--- src/rtl/bcd_timer_ctrl_if.sv ---
// Command and status bundle between a controlling agent and bcd_timer_ctrl.
// The master drives the command levels and the preset; the slave returns the count and status.
interface bcd_timer_ctrl_if #(
    parameter int DIGITS = 4
);
    logic                  start;
    logic                  pause;
    logic                  clear;
    logic                  load;
    logic                  dir;
    logic [4*DIGITS-1:0]   preset;
    logic [4*DIGITS-1:0]   bcd;
    logic [1:0]            state;
    logic                  busy;
    logic                  tick;
    logic                  done;

    modport master (
        output start, pause, clear, load, dir, preset,
        input  bcd, state, busy, tick, done
    );

    modport slave (
        input  start, pause, clear, load, dir, preset,
        output bcd, state, busy, tick, done
    );
endinterface

--- src/rtl/bcd_timer_ctrl.sv ---
// Run/pause/clear sequencer for a cascaded BCD digit counter with a prescaler,
// decimal carry/borrow ripple, saturating preset load and terminal-count detection.
module bcd_timer_ctrl #(
    parameter int DIGITS   = 4,
    parameter int PRESCALE = 10
) (
    input  logic                  clk,
    input  logic                  rst,
    bcd_timer_ctrl_if.slave       bus
);
    localparam int              W         = 4 * DIGITS;
    localparam int              PW        = (PRESCALE > 1) ? $clog2(PRESCALE) : 1;
    localparam logic [PW-1:0]   PRE_LAST  = PW'(PRESCALE - 1);
    localparam logic [W-1:0]    ALL_NINES = {DIGITS{4'h9}};

    typedef enum logic [1:0] {
        S_IDLE  = 2'd0,
        S_RUN   = 2'd1,
        S_PAUSE = 2'd2,
        S_DONE  = 2'd3
    } state_t;

    state_t          state_q, state_d;
    logic [W-1:0]    bcd_q, bcd_d;
    logic [PW-1:0]   pre_q, pre_d;
    logic            dir_q, dir_d;
    logic            tick_q, tick_d;
    logic            done_q, done_d;
    logic            busy_q, busy_d;

    logic [W-1:0]    bcd_up, bcd_dn, bcd_step, preset_sat;
    logic [W-1:0]    term_run, term_start;
    logic [DIGITS-1:0] carry, borrow;
    logic            load_act, start_act, step_en, hit_step, hit_start;

    assign carry[0]  = 1'b1;
    assign borrow[0] = 1'b1;

    // Per-digit increment/decrement with ripple carry/borrow, plus preset saturation.
    generate
        for (genvar gi = 0; gi < DIGITS; gi++) begin : g_digit
            logic [3:0] d;
            logic [3:0] p;
            assign d = bcd_q[4*gi +: 4];
            assign p = bus.preset[4*gi +: 4];
            assign bcd_up[4*gi +: 4] = !carry[gi]  ? d : ((d == 4'd9) ? 4'd0 : d + 4'd1);
            assign bcd_dn[4*gi +: 4] = !borrow[gi] ? d : ((d == 4'd0) ? 4'd9 : d - 4'd1);
            assign preset_sat[4*gi +: 4] = (p > 4'd9) ? 4'd9 : p;
            if (gi < DIGITS - 1) begin : g_chain
                assign carry[gi+1]  = carry[gi]  & (d == 4'd9);
                assign borrow[gi+1] = borrow[gi] & (d == 4'd0);
            end
        end
    endgenerate

    assign bcd_step   = dir_q ? bcd_dn : bcd_up;
    assign term_run   = dir_q ? '0 : ALL_NINES;
    assign term_start = bus.dir ? '0 : ALL_NINES;

    // Command decode already folds in priority: clear > load > pause > start.
    assign load_act  = !bus.clear && bus.load && (state_q != S_RUN);
    assign start_act = !bus.clear && !load_act && bus.start && (state_q != S_RUN);
    assign step_en   = !bus.clear && !bus.pause && (state_q == S_RUN) && (pre_q == PRE_LAST);
    assign hit_step  = step_en && (bcd_step == term_run);
    assign hit_start = start_act && (bcd_q == term_start);

    always_ff @(posedge clk or posedge rst) begin
        if (rst) begin
            state_q <= S_IDLE;
            bcd_q   <= '0;
            pre_q   <= '0;
            dir_q   <= 1'b0;
            tick_q  <= 1'b0;
            done_q  <= 1'b0;
            busy_q  <= 1'b0;
        end else begin
            state_q <= state_d;
            bcd_q   <= bcd_d;
            pre_q   <= pre_d;
            dir_q   <= dir_d;
            tick_q  <= tick_d;
            done_q  <= done_d;
            busy_q  <= busy_d;
        end
    end

    always_comb begin
        state_d = state_q;
        bcd_d   = bcd_q;
        pre_d   = pre_q;
        dir_d   = dir_q;
        if (bus.clear) begin
            state_d = S_IDLE;
            bcd_d   = '0;
            pre_d   = '0;
        end else if (load_act) begin
            bcd_d = preset_sat;
            pre_d = '0;
            if (state_q == S_DONE) state_d = S_IDLE;
        end else if (start_act) begin
            dir_d = bus.dir;
            if (hit_start) begin
                state_d = S_DONE;
                pre_d   = '0;
            end else begin
                state_d = S_RUN;
                // Resuming from PAUSE keeps the partial prescaler period.
                if (state_q != S_PAUSE) pre_d = '0;
            end
        end else if (state_q == S_RUN) begin
            if (bus.pause) begin
                state_d = S_PAUSE;
            end else if (step_en) begin
                pre_d = '0;
                bcd_d = bcd_step;
                if (hit_step) state_d = S_DONE;
            end else begin
                pre_d = pre_q + PW'(1);
            end
        end
    end

    always_comb begin
        tick_d = step_en;
        done_d = hit_step || hit_start;
        busy_d = (state_d == S_RUN);
    end

    assign bus.bcd   = bcd_q;
    assign bus.state = state_q;
    assign bus.busy  = busy_q;
    assign bus.tick  = tick_q;
    assign bus.done  = done_q;
endmodule

--- src/flat_wrapper.sv ---
// flat-port wrapper written by rule: the top's interface ports become plain ports
module bcd_timer_ctrl_flat 
#(
    parameter int DIGITS   = 4,
    parameter int PRESCALE = 10
)
  (clk, rst, bus_start, bus_pause, bus_clear, bus_load, bus_dir, bus_preset, bus_bcd, bus_state, bus_busy, bus_tick, bus_done);
  bcd_timer_ctrl_if #(.DIGITS(DIGITS)) bus_i ();
  input  logic clk;
  input  logic rst;
  input wire logic [$bits(bus_i.start)-1:0] bus_start;
  input wire logic [$bits(bus_i.pause)-1:0] bus_pause;
  input wire logic [$bits(bus_i.clear)-1:0] bus_clear;
  input wire logic [$bits(bus_i.load)-1:0] bus_load;
  input wire logic [$bits(bus_i.dir)-1:0] bus_dir;
  input wire logic [$bits(bus_i.preset)-1:0] bus_preset;
  output wire logic [$bits(bus_i.bcd)-1:0] bus_bcd;
  output wire logic [$bits(bus_i.state)-1:0] bus_state;
  output wire logic [$bits(bus_i.busy)-1:0] bus_busy;
  output wire logic [$bits(bus_i.tick)-1:0] bus_tick;
  output wire logic [$bits(bus_i.done)-1:0] bus_done;
  assign bus_i.start = bus_start;
  assign bus_i.pause = bus_pause;
  assign bus_i.clear = bus_clear;
  assign bus_i.load = bus_load;
  assign bus_i.dir = bus_dir;
  assign bus_i.preset = bus_preset;
  assign bus_bcd = bus_i.bcd;
  assign bus_state = bus_i.state;
  assign bus_busy = bus_i.busy;
  assign bus_tick = bus_i.tick;
  assign bus_done = bus_i.done;
  bcd_timer_ctrl #(.DIGITS(DIGITS), .PRESCALE(PRESCALE)) u_core (.clk(clk), .rst(rst), .bus(bus_i));
endmodule
--- config.mk ---
export PLATFORM = sky130hd
export DESIGN_NAME = bcd_timer_ctrl_flat
export DESIGN_NICKNAME = d
export VERILOG_FILES = /design/src/rtl/bcd_timer_ctrl_if.sv /design/src/rtl/bcd_timer_ctrl.sv /design/src/flat_wrapper.sv
export SDC_FILE = /design/constraint.sdc
export NUM_CORES = 1
export LEC_CHECK = 0
export BUFFER_PORTS_ARGS = -buffer_cell sky130_fd_sc_hd__buf_4
export CELL_PAD_IN_SITES_DETAIL_PLACEMENT = 1
export CELL_PAD_IN_SITES_GLOBAL_PLACEMENT = 1
export CORE_UTILIZATION = 41
export DETAILED_ROUTE_END_ITERATION = 12
export PLACE_DENSITY = 0.84
export SYNTH_ARGS = -nofsm -noshare
export SYNTH_HDL_FRONTEND = slang
export SYNTH_SLANG_ARGS = --single-unit
--- constraint.sdc ---
create_clock -name clk -period 3.1 [get_ports clk]
set_input_delay 0.31 -clock clk [delete_from_list [all_inputs] [get_ports clk]]
set_output_delay 0.31 -clock clk [all_outputs]
set_load 0.03 [all_outputs]
# [Word-level counts from Yosys, hierarchy flattened]
# Index checks and enable logic that the tools add are counted.
[classes] addsub=9 order_cmp=4 eq_ne=16 muxes=44 n_bitwise=6 n_reduce_logical=24
[op_table] op="2-to-1 mux 16 bit" n=9
[op_table] op="2-to-1 mux 4 bit" n=26
[op_table] op="equality test 16 bit" n=2
[op_table] op="adder 4 x 1 -> 4 bit, second input constant" n=5
[op_table] op="equality test 4 bit, second input constant" n=5
[op_table] op="2-to-1 mux 2 bit" n=9
[op_table] op="> comparator 4 bit, second input constant" n=4
[op_table] op="logical NOT 4 bit" n=4
[op_table] op="subtractor 4 x 1 -> 4 bit, second input constant" n=4
[op_table] op="logical AND 1 bit" n=10
[op_table] op="AND reduction 3 bit" n=2
[op_table] op="nonzero test 3 bit" n=2
[op_table] op="inequality test 5 x 4 -> 1 bit, second input constant" n=1
[op_table] op="AND 1 bit" n=4
[op_table] op="equality test 2 x 1 -> 1 bit, second input constant" n=2
[op_table] op="inequality test 4 x 1 -> 1 bit, second input constant" n=1
[op_table] op="AND reduction 4 bit" n=1
[op_table] op="nonzero test 4 bit" n=1
[op_table] op="logical NOT 1 bit" n=3
[op_table] op="inequality test 3 x 1 -> 1 bit, second input constant" n=1
[op_table] op="inequality test 3 x 2 -> 1 bit, second input constant" n=1
[op_table] op="equality test 2 bit, second input constant" n=1
[op_table] op="inequality test 2 x 1 -> 1 bit, second input constant" n=1
[op_table] op="inequality test 2 bit, second input constant" n=1
[op_table] op="2 further kinds" n=3
[word_totals] register_bits=26 output_inout_bits=21 word_cells=110

# [Logic depth before layout (Yosys ltp)]
# Gate-level depths: netlist of run 1.
[logic_depth] depth_word=15 mapped_depth=11 depth_no_buf=9

# [Least setup slack after synthesis of run 1]
# Ideal clock, no wire load.
[synth_timing] path_kind="register to register" from="register u_core.bcd_q[3], in the netlist u_core.bus.bcd[3]" to="register u_core.state_q[1], in the netlist u_core.bus.state[1]" arrival_ns=2.369 required_ns=2.977 path_slack_ns=0.608 path_stages_with_launch=12 n_path_buf=3 synth_period_minus_slack_ns=2.492 cell_sequence="dfrtp_1 buf_6 or3_1 buf_2 or3_1 buf_2 o221a_1 o2111a_1 nand2b_1 nor4_2 nor2_1 a21oi_1"
[synth_via] elab_chain_len=14 elab_cells_between_ends=29 classes_between="add/sub: 2; eq/ne: 3; mux: 17; bitwise: 4; reduce/logical: 3"
[synth_rtl] element="from (decl)" line_no="bcd_timer_ctrl.sv:24" source="logic [W-1:0] bcd_q, bcd_d;"
[synth_rtl] element="from (signal assigned)" line_no="bcd_timer_ctrl.sv:70" source="bcd_q <= '0;"
[synth_rtl] element="from (signal assigned)" line_no="bcd_timer_ctrl.sv:78" source="bcd_q <= bcd_d;"
[synth_rtl] element="equality test 4 bit / logical NOT 4 bit (equally long branches)"
[synth_rtl] element="AND 1 bit (on tied branches) (2 in a row)" line_no="bcd_timer_ctrl.sv:50, bcd_timer_ctrl.sv:51"
[synth_rtl] element="2-to-1 mux 4 bit (on tied branches)" line_no="bcd_timer_ctrl.sv:46, bcd_timer_ctrl.sv:47"
[synth_rtl] element="2-to-1 mux 16 bit" line_no="bcd_timer_ctrl.sv:56" source="assign bcd_step = dir_q ? bcd_dn : bcd_up;"
[synth_rtl] element="equality test 16 bit" line_no="bcd_timer_ctrl.sv:64" source="assign hit_step = step_en && (bcd_step == term_run);"
[synth_rtl] element="logical AND 1 bit" line_no="bcd_timer_ctrl.sv:64"
[synth_rtl] element="2-to-1 mux 2 bit" line_no="bcd_timer_ctrl.sv:116" source="if (hit_step) state_d = S_DONE;"
[synth_rtl] element="2-to-1 mux 2 bit" line_no="bcd_timer_ctrl.sv:113" source="end else if (step_en) begin"
[synth_rtl] element="2-to-1 mux 2 bit" line_no="bcd_timer_ctrl.sv:111" source="if (bus.pause) begin"
[synth_rtl] element="2-to-1 mux 2 bit" line_no="bcd_timer_ctrl.sv:110" source="end else if (state_q == S_RUN) begin"
[synth_rtl] element="2-to-1 mux 2 bit *" line_no="bcd_timer_ctrl.sv:100" source="end else if (start_act) begin"
[synth_rtl] element="2-to-1 mux 2 bit *" line_no="bcd_timer_ctrl.sv:96" source="end else if (load_act) begin"
[synth_rtl] element="2-to-1 mux 2 bit *" line_no="bcd_timer_ctrl.sv:92" source="if (bus.clear) begin"
[synth_rtl] element="net u_core.state_d[1]" line_no="bcd_timer_ctrl.sv:23" source="state_t state_q, state_d;"
[synth_rtl] element="to (signal assigned)" line_no="bcd_timer_ctrl.sv:77" source="state_q <= state_d;"
[synth_rtl] element="to (decl)" line_no="bcd_timer_ctrl.sv:23"
# Mark *: on every way through the listed nets, which the timed path passes. The rest lies on a longest branch.
# A chain may end at the register's enable or synchronous reset.

# [Final worst setup path of run 1]
[layout_timing] from="register u_core.bcd_q[1], in the netlist u_core.bus.bcd[1]" to="register u_core.state_q[1], in the netlist u_core.bus.state[1]"
# The elaborated chain is that of the path after synthesis.

==> flow_summary_export.csv, run 1 <==
group,metric,value,unit
routing,drc_errors,0,
clocking,cts_resized,0,
critical_path,critical_path_arrival,2890,ps
placed_design,place_congestion,0.9975,
clocking,cts_buffers,3,
yosys,ys_seq_area_frac,0.2562,
routing,ant_nets,0,
routing,wl,8300,microns
clocking,hold_buffers,0,
routing,num_vias,2758,
sta,final-max-slew-violation-count,0,
critical_path,crit_fanout,13,
critical_path,crit_chain,"nor4_4 -> buf_4 -> nand4_1 -> a21o_1 -> a31oi_1 -> o311ai_1 -> nor4_2 -> nor2_1 -> a21oi_1",
sta,fin_crit_sh,0.8664,
global_route,antenna_found_initial,0,
floorplanning,core_area,5956,sq um
clocking,clock_sinks,26,
floorplanning,initial_core_util,0.4265,
clocking,cts_root_buf,"clkbuf_8",
floorplanning,die_h,80.71,microns
floorplanning,rows,28,
yosys,synth_async_sr_flop_share,1.000,
sta,slew-limit-headroom,0.3080,
clocking,clk_pin_slew_worst_paths,100,ps
critical_path,cp.required,3300,ps
routing,wl_per_cell,18.91,microns
yosys,synth_area,2540,sq um
global_route,first_global_vias,2701,
yosys,synth-seq-cells,26,
yosys,synthCells,338,
global_route,grt_pass1_wl,13740,microns
global_route,grt_max_degree,27,
power,leakage,1.186,nW
sta,hold_viol,0,
routing,vias_per_cell,6.282,
critical_path,crit_slowest_cell,"dfrtp_1",
yosys,avgSynthCellArea,7.515,sq um
power,p_total,1.057,mW
placed_design,place_hpwl,6156,microns
placed_design,io_buffers,43,
yosys,synth-main-ff-cell,"dfrtp_1",
global_route,grtUsageTotal,0.2700,
yosys,synth_fp_nets,363,
routing,drtPass1Iterations,5,
critical_path,criticalPathCategory,"register to register",
layout,nNetsFinal,390,
flow_run,maxCapViolations,0,
yosys,yosysWarningCount,0,
power,vdd_ir_drop_max,0.2758,mV
clocking,cts_setup_buffers,0,
clocking,cts.path.max_buffers,2,
clocking,htree_levels,1,
sta,max_slew.worst_pin.slew,1037,ps
clocking,insertion_delay,280,ps
critical_path,cp_slowest_stage_delay,550,ps
routing,drt_iter0_drc,266,
yosys,ys_types,62,
layout,final_layout_size_suffix_gt1_frac,0.1923,
floorplanning,fp.dieW,80.71,microns
sta,fin_skew,7.406,ps
yosys,synth_edf_count,0,
sta,maxClockFrequency,372.3,MHz
clocking,tritoncts,"yes",
global_route,grt_overflow,0,
min_path,min_path_type,"input pin to asynchronous set/reset pin",
sta,final.setup.tns,0,ps
sta,setup_viol,0,
sta,rsz0062_at_grt,"no",
floorplanning,ios,44,
critical_path,worstSetupStartpointType,"register",
sta,period_needed,2686,ps
power,p_per_area,367.8,nW/um^2
critical_path,endpoint_kind,"register",
run_status,status,"finished, final reports clean",
layout,area_growth,13.20,%
floorplanning,die_area,6514,sq um
layout,n_antenna_cell,0,
## where the power goes
group	internal [mW]	leakage, nW	switching, mW
logic	0.164	0.805	0.251
registers	0.358	0.352	0.0537
clock network	0.114	0.0288	0.117
total	0.636	1.19	0.422
## sequential cells by signal, indices dropped and copies added, names as in the netlist
| signal | flops |
|---|---|
| u_core.bus.tick | 1 |
| u_core.pre_q | 4 |
| u_core.bus.bcd | 16 |
| u_core.dir_q | 1 |
| u_core.bus.done | 1 |
| u_core.bus.busy | 1 |
| u_core.bus.state | 2 |
## cell families (layout without fill, tap and decap cells)
family | after synthesis | in the layout | share of synthesized area
compound gates | 101 | 101 | 0.2581
xor+xnor | 12 | 12 | 0.04138
fa+ha+maj | 2 | 2 | 0.009851
buf+inv | 45 | 71 | 0.1044
flops | 26 | 26 | 0.2562
mux | 5 | 5 | 0.02020
simple gates | 147 | 147 | 0.3099
## worst paths after layout
kind,start,to,slack [ps],cells after the start
worst min-delay path,rst,u_core.bus.done,280,2
worst min register to register,u_core.pre_q[2],u_core.pre_q[2],530,1
worst max-delay path,u_core.bus.bcd[1],u_core.bus.state[1],410,9
worst max register to register,u_core.bus.bcd[1],u_core.bus.state[1],410,9
min in group clk,bus_preset[0],u_core.bus.bcd[0],280,3
max in group asynchronous,rst,u_core.bus.bcd[12],2190,2
## critical path: cells and delay by family, from the launching register on
kind / cells / cell delay [ps]
and+or+nand+nor: 4 / 980
buffers and inverters: 1 / 240
AOI/OAI and AO/OA: 4 / 860
DFF: 1 / 550
## Yosys cell counts, drive strengths merged (3+ instances only)
master,count,area [sq um]
nand4,7,43.79
nor4,4,52.55
a211oi,5,42.54
nand4b,3,26.28
nor2,39,146.4
nand3,13,65.06
nor3b,6,50.05
nor3,11,55.05
and3,5,32.53
o22ai,7,43.79
buf,12,87.58
xnor2,7,61.31
nor2b,5,31.28
inv,15,56.30
clkbuf,16,100.1
a21o,4,30.03
o21ai,30,150.1
nand2,32,120.1
o211ai,5,37.54
a221oi,4,35.03
a31oi,8,50.05
nand3b,3,22.52
dfrtp,26,650.6
nand2b,7,43.79
a21oi,18,90.09
xor2,5,43.79
mux2i,4,40.04
## stage by stage
stage | std cells | setup slack [ps] | cell area, sq um | util | hold slack, ps
2_1_floorplan | 338 | 608.5 | 2540 | - | 350.0
3_3_place_gp | 435 | 604.2 | 2820 | 0.4735 | 513.7
3_5_place_dp | 435 | 504.4 | 2820 | 0.4735 | 520.1
4_1_cts | 439 | 448.4 | 2875 | 0.4828 | 277.3
5_1_grt | 439 | 229.3 | 2875 | 0.4828 | 294.0
6_report | 439 | 414.1 | 2875 | 0.4828 | 277.0
## layer usage
metal  GRT usage  vias to the layer above  wire length [microns]
met5           0                        -                      0
met4     0.08036                        0                    106
met3     0.03295                       12                    487
met2      0.4263                       94                   3955
met1      0.3823                     1373                   3751
li1            -                     1279                      -
## cell usage in the layout (no fill, tap or decap), types with 5 or more instances in the layout
cell and count:
o21ai_0 30, a21oi_1 18, nor2_1 39, nand2_1 32
nor2b_1 5, a31oi_1 8, xor2_1 5, nor3_1 11
dfrtp_1 26, xnor2_1 7, nand4_1 7, inv_1 15
nand2b_1 7, buf_4 52, o22ai_1 7, nand3_1 13
o211ai_1 5
## area by class of cell
| class | instances | area [sq um] |
|---|---|---|
| repair buffers | 52 | 390.4 |
| flip-flops and latches | 26 | 650.6 |
| well taps | 75 | 93.84 |
| fillers | 762 | 3080 |
| multi-input cells | 267 | 1629 |
| inverters | 15 | 56.30 |
| clock buffers | 4 | 55.05 |
Note: power is estimated with default switching activity, not from simulation.
==> run 2: changes to the inputs <==
Settings changed: CTS_BUF_LIST set to sky130_fd_sc_hd__clkbuf_16.
==> run 2 against run 1 <==
Die area unchanged; combinational power grew 1%; via count grew 1.6%; clock-buffer cell count is 1 lower; clock power grew 29%; worst hold slack gained 13 ps; fmax shrank 2.5%; sequential share of layout area down 0.19 points; routed wire length up 3.4%; worst setup slack worse by 69 ps; highest routed layer unchanged.
==> flow_summary_export.csv, run 2 (synthesis gave the netlist of run 1 again) <==
group,metric,value,unit
routing,ant_nets,0,
critical_path,criticalPathCategory,"register to register",
routing,wl,8581,microns
critical_path,critPathTopFamily,"simple AND/OR/NAND/NOR gates",
min_path,min_path_type,"input pin to register",
floorplanning,core_area,5956,sq um
floorplanning,ios,44,
layout,final_common_cell,"buf_4",
sta,rsz0062_at_grt,"no",
sta,setup_viol,0,
sta,final-max-slew-violation-count,0,
routing,drtPass1Iterations,5,
routing,vias_per_cell,6.383,
run_status,status,"finished, final reports clean",
routing,drt-met1-wl,3836,microns
global_route,grt_overflow,0,
clocking,cts_buffers,3,
global_route,first_global_vias,2734,
clocking,hold_buffers,0,
layout,area_growth,14.14,%
global_route,grtUsageTotal,0.2789,
sta,maxClockFrequency,362.9,MHz
layout,nNetsFinal,390,
clocking,htree_levels,1,
global_route,grt_pass1_wl,14000,microns
clocking,clock_sinks,26,
clocking,cts.path.max_buffers,2,
routing,wl_per_cell,19.55,microns
critical_path,cp.required,3290,ps
floorplanning,fp.dieW,80.71,microns
sta,period_needed,2755,ps
clocking,cts_root_buf,"clkbuf_16",
clocking,clk_pin_slew_worst_paths,60,ps
floorplanning,rows,28,
routing,wl_met3,539,microns
power,p_int,0.6951,mW
critical_path,crit_fanout,13,
placed_design,place_congestion,0.9975,
power,combinationalPowerShare,0.371,
layout,final_layout_size_suffix_gt1_frac,0.1896,
critical_path,cp_slowest_stage_delay,540,ps
routing,top_layer_used,"met4",
power,p_clk_frac,0.264,
sta,max_slew.worst_pin.slew,1041,ps
power,power_frac_seq,0.365,
routing,wl_met2,3990,microns
power,p_sw,0.4356,mW
layout,n_antenna_cell,0,
power,p_per_area,390.0,nW/um^2
sta,final.setup.tns,0,ps
critical_path,crit_chain,"nor4_4 -> buf_4 -> nand4_1 -> a21o_1 -> a31oi_1 -> o311ai_1 -> nor4_2 -> nor2_1 -> a21oi_1",
power,switching_share,0.3852,
floorplanning,die_h,80.71,microns
clocking,insertion_delay,270,ps
global_route,antenna_found_initial,0,
power,vdd_ir_drop_max,0.2241,mV
clocking,cts_setup_buffers,0,
routing,drt_iter0_drc,222,
placed_design,io_buffers,43,
critical_path,crit_slowest_cell,"dfrtp_1",
floorplanning,die_area,6514,sq um
flow_run,maxCapViolations,0,
sta,slew-limit-headroom,0.3053,
floorplanning,initial_core_util,0.4265,
layout,fin_util,0.4868,
sta,fin_crit_sh,0.8888,
layout,mostFrequentLayoutCells,"buf_4, nor2_1, nand2_1, o21ai_0, dfrtp_1",
critical_path,endpoint_kind,"register",
clocking,cts_resized,0,
clocking,tritoncts,"yes",
critical_path,critical_path_arrival,2950,ps
critical_path,cp_num_buf_inv,1,
sta,hold_viol,0,
global_route,grt_max_degree,27,
power,leakage,1.196,nW
critical_path,worstSetupStartpointType,"register",
sta,fin_skew,6.937,ps
routing,drc_errors,0,
placed_design,place_hpwl,6156,microns
routing,num_vias,2802,
layout,largest_reg_flops,16,
[run 2: cell types whose count changed in the layout (fill, tap and decap cells not counted), sizes merged]
cell,before,now
clkinv,0,1
clkbuf,4,3
[run 2: through the flow]
step	cell area [sq um]	hold WS [ps]	total power, mW	std cells	worst slack, ps
finish	2899	289.8	1.131	439	344.7
global route	2899	313.5	1.187	439	194.4
CTS	2899	289.2	1.127	439	414.7
detailed placement	2820	520.1	0.8225	435	504.4
global placement	2820	513.7	0.8121	435	604.2
floorplan	2540	350.0	0.7049	338	608.5
[run 2: layer usage]
| metal | up-vias | global-route usage |
|---|---|---|
| li1 | 1283 | - |
| met1 | 1375 | 0.3819 |
| met2 | 121 | 0.4364 |
| met3 | 23 | 0.03864 |
| met4 | 0 | 0.1179 |
| met5 | - | 0 |
[run 2: layout make-up]
| type | instances | area (sq um) |
|---|---|---|
| fillers | 748 | 3057 |
| clock buffers | 3 | 75.07 |
| repair buffers | 52 | 390.4 |
| inverters | 15 | 56.30 |
| clock inverters | 1 | 3.754 |
| well taps | 75 | 93.84 |
| multi-input cells | 267 | 1629 |
| flip-flops and latches | 26 | 650.6 |
[run 2: path summary, 6_finish.rpt]
path                                   startpoint                   to  slack (ps)  cells past startpoint
worst min register to register    u_core.pre_q[2]      u_core.pre_q[2]         550                      1
worst max-delay path            u_core.bus.bcd[1]  u_core.bus.state[1]         340                      9
worst max register to register  u_core.bus.bcd[1]  u_core.bus.state[1]         340                      9
max in group asynchronous                     rst   u_core.bus.bcd[12]        2170                      2
min in group asynchronous                     rst    u_core.bus.bcd[6]         300                      2
worst min-delay path                bus_preset[0]    u_core.bus.bcd[0]         290                      3
[run 2: power groups by stage]
stage	Combinational, mW	Sequential [mW]	Clock, mW
2_1_floorplan	0.292	0.413	0
3_3_place_gp	0.397	0.415	0
3_5_place_dp	0.406	0.417	0
4_1_cts	0.415	0.411	0.302
5_1_grt	0.455	0.416	0.316
6_report	0.419	0.413	0.299
[run 2: worst min-delay path, cell delays in order]
cell	delay, ps
buf_4	80
o22ai_1	50
nor2_1	80
==> run 3: changes to the inputs <==
Settings changed: CORE_MARGIN set to 4, CTS_CLUSTER_SIZE set to 10.
==> run 3 against run 2 <==
Sequential cell count unchanged; largest power group unchanged; cell count increased by 0.23%; sequential share of layout area down 0.087 points; largest cell class unchanged; register-to-register slack improved by 90 ps.
==> flow_summary_export.csv, run 3 (synthesis gave the netlist of run 1 again) <==
group,metric,value,unit
critical_path,critical_path_arrival,2850,ps
power,p_total,1.116,mW
critical_path,cp_num_buf_inv,2,
floorplanning,core_area,5956,sq um
min_path,min_path_type,"input pin to register",
power,leakage,1.205,nW
critical_path,r2r_end,"u_core.bus.state[1]",
clocking,cts.path.max_buffers,2,
layout,multiInputGateArea,1629,sq um
layout,final_layout_size_suffix_gt1_frac,0.1945,
layout,area_growth,14.58,%
placed_design,place_hpwl,6266,microns
floorplanning,ios,44,
placed_design,post-place-ws,502.4,ps
sta,setup_viol,0,
clocking,cts_resized,0,
clocking,clock_sinks,26,
critical_path,cp.required,3280,ps
sta,final-max-slew-violation-count,0,
critical_path,crit_fanout,14,
routing,vias_per_cell,6.102,
clocking,htree_levels,1,
floorplanning,initial_core_util,0.4265,
clocking,cts_buffers,3,
placed_design,io_buffers,43,
sta,period_needed,2670,ps
sta,fin_ws,430.3,ps
sta,maxClockFrequency,374.6,MHz
run_status,status,"finished, final reports clean",
routing,drc_errors,0,
critical_path,crit_chain,"buf_4 -> buf_4 -> nor3b_1 -> a21o_1 -> nand2_1 -> xnor2_1 -> o32a_1 -> nor4_2 -> nor2_1 -> a21oi_1",
critical_path,worstSetupStartpointType,"register",
floorplanning,fp.dieW,86.71,microns
layout,largest_reg_flops,16,
global_route,antenna_found_initial,0,
clocking,clk_pin_slew_worst_paths,60,ps
critical_path,reg2reg_depth,10,
routing,wl,8310,microns
routing,drt_iter0_drc,216,
clocking,tritoncts,"yes",
routing,drtPass1Iterations,4,
floorplanning,die_h,86.71,microns
global_route,use_met2,0.3832,
global_route,grt_overflow,0,
layout,final_cells,440,
layout,regArea,650.6,sq um
critical_path,crit_top_cell,"buf_4",
critical_path,cp_slowest_stage_delay,690,ps
global_route,first_global_vias,2780,
layout,n_fill_cell,789,
global_route,use_met3,0.02852,
global_route,grt_pass1_wl,14070,microns
critical_path,reg2reg_from,"u_core.dir_q",
flow_run,maxCapViolations,0,
layout,n_antenna_cell,0,
sta,hold_viol,0,
min_path,worstHoldEndpoint,"u_core.bus.bcd[0]",
layout,mostFrequentLayoutCells,"buf_4, nor2_1, nand2_1, o21ai_0, dfrtp_1",
floorplanning,die_area,7519,sq um
placed_design,place_congestion,0.8811,
sta,slew-limit-headroom,0.3131,
critical_path,criticalPathCategory,"register to register",
placed_design,placed_cells,437,
clocking,hold_buffers,0,
routing,wl_per_cell,18.89,microns
layout,nNetsFinal,392,
clocking,cts_setup_buffers,0,
power,vdd_ir_drop_max,0.3253,mV
sta,max_slew.worst_pin.slew,1029,ps
layout,final_common_cell,"buf_4",
sta,rsz0062_at_grt,"no",
routing,num_vias,2685,
sta,fin_crit_sh,0.8612,
global_route,grt_max_degree,27,
critical_path,crit_slowest_cell,"dfrtp_1",
clocking,insertion_delay,260,ps
global_route,grt_busiest_layer,"met2",
critical_path,endpoint_kind,"register",
critical_path,r2r_setup_slack,430,ps
global_route,use_met1,0.3283,
critical_path,critPathTopFamily,"simple AND/OR/NAND/NOR gates",
clocking,cts_root_buf,"clkbuf_16",
min_path,worstHoldStart,"bus_preset[0]",
sta,fin_skew,2.464,ps
routing,ant_nets,0,
sta,final.setup.tns,0,ps
global_route,grtUsageTotal,0.2341,
power,p_per_area,383.5,nW/um^2
min_path,whs_path_depth,3,
floorplanning,rows,28,
run 3: per-layer routing:
layer	wire (microns)	vias up
met3	436	11
met1	3813	1314
met4	109	0
li1	-	1285
met2	3950	75
met5	0	-
run 3: area by class of cell:
type                            count  area share
Sequential cell                    26      0.2236
Clock buffer                        3     0.02580
Multi-Input combinational cell    267      0.5598
Inverter                           15     0.01935
Timing Repair Buffer               54      0.1393
Tap cell                           75     0.03224
run 3: worst max-delay path by stage:
| stage | from | endpoint | slack (ps) | cells after the start |
|---|---|---|---|---|
| after floorplan | u_core.bus.bcd[3] | u_core.bus.state[1] | 610 | 11 |
| after global placement | u_core.bus.bcd[0] | u_core.bus.busy | 530 | 7 |
| after detailed placement | u_core.bus.bcd[0] | u_core.bus.state[1] | 500 | 8 |
| after CTS | u_core.dir_q | u_core.bus.state[1] | 470 | 10 |
| after global routing | u_core.dir_q | u_core.bus.state[1] | 290 | 10 |
| final | u_core.dir_q | u_core.bus.state[1] | 430 | 10 |
run 3: through the flow:
step           utilization  hold slack [ps]  area, sq um
4_1_cts             0.4887            285.2         2910
2_1_floorplan            -            350.0         2540
6_report            0.4887            294.7         2910
3_5_place_dp        0.4761            542.2         2835
3_3_place_gp        0.4761            516.7         2835
5_1_grt             0.4887            330.8         2910
run 3: tightest hold or removal path, delay by kind of cell:
kind,cells,cell delay (ps)
buf+inv,1,80
compound gates,1,50
simple gates,1,80
run 3: power breakdown:
part / total [mW] / internal (mW) / leakage, nW / switching [mW]
Combinational: 0.414 / 0.166 / 0.816 / 0.248
Sequential: 0.413 / 0.359 / 0.352 / 0.0544
Clock: 0.289 / 0.171 / 0.0370 / 0.118
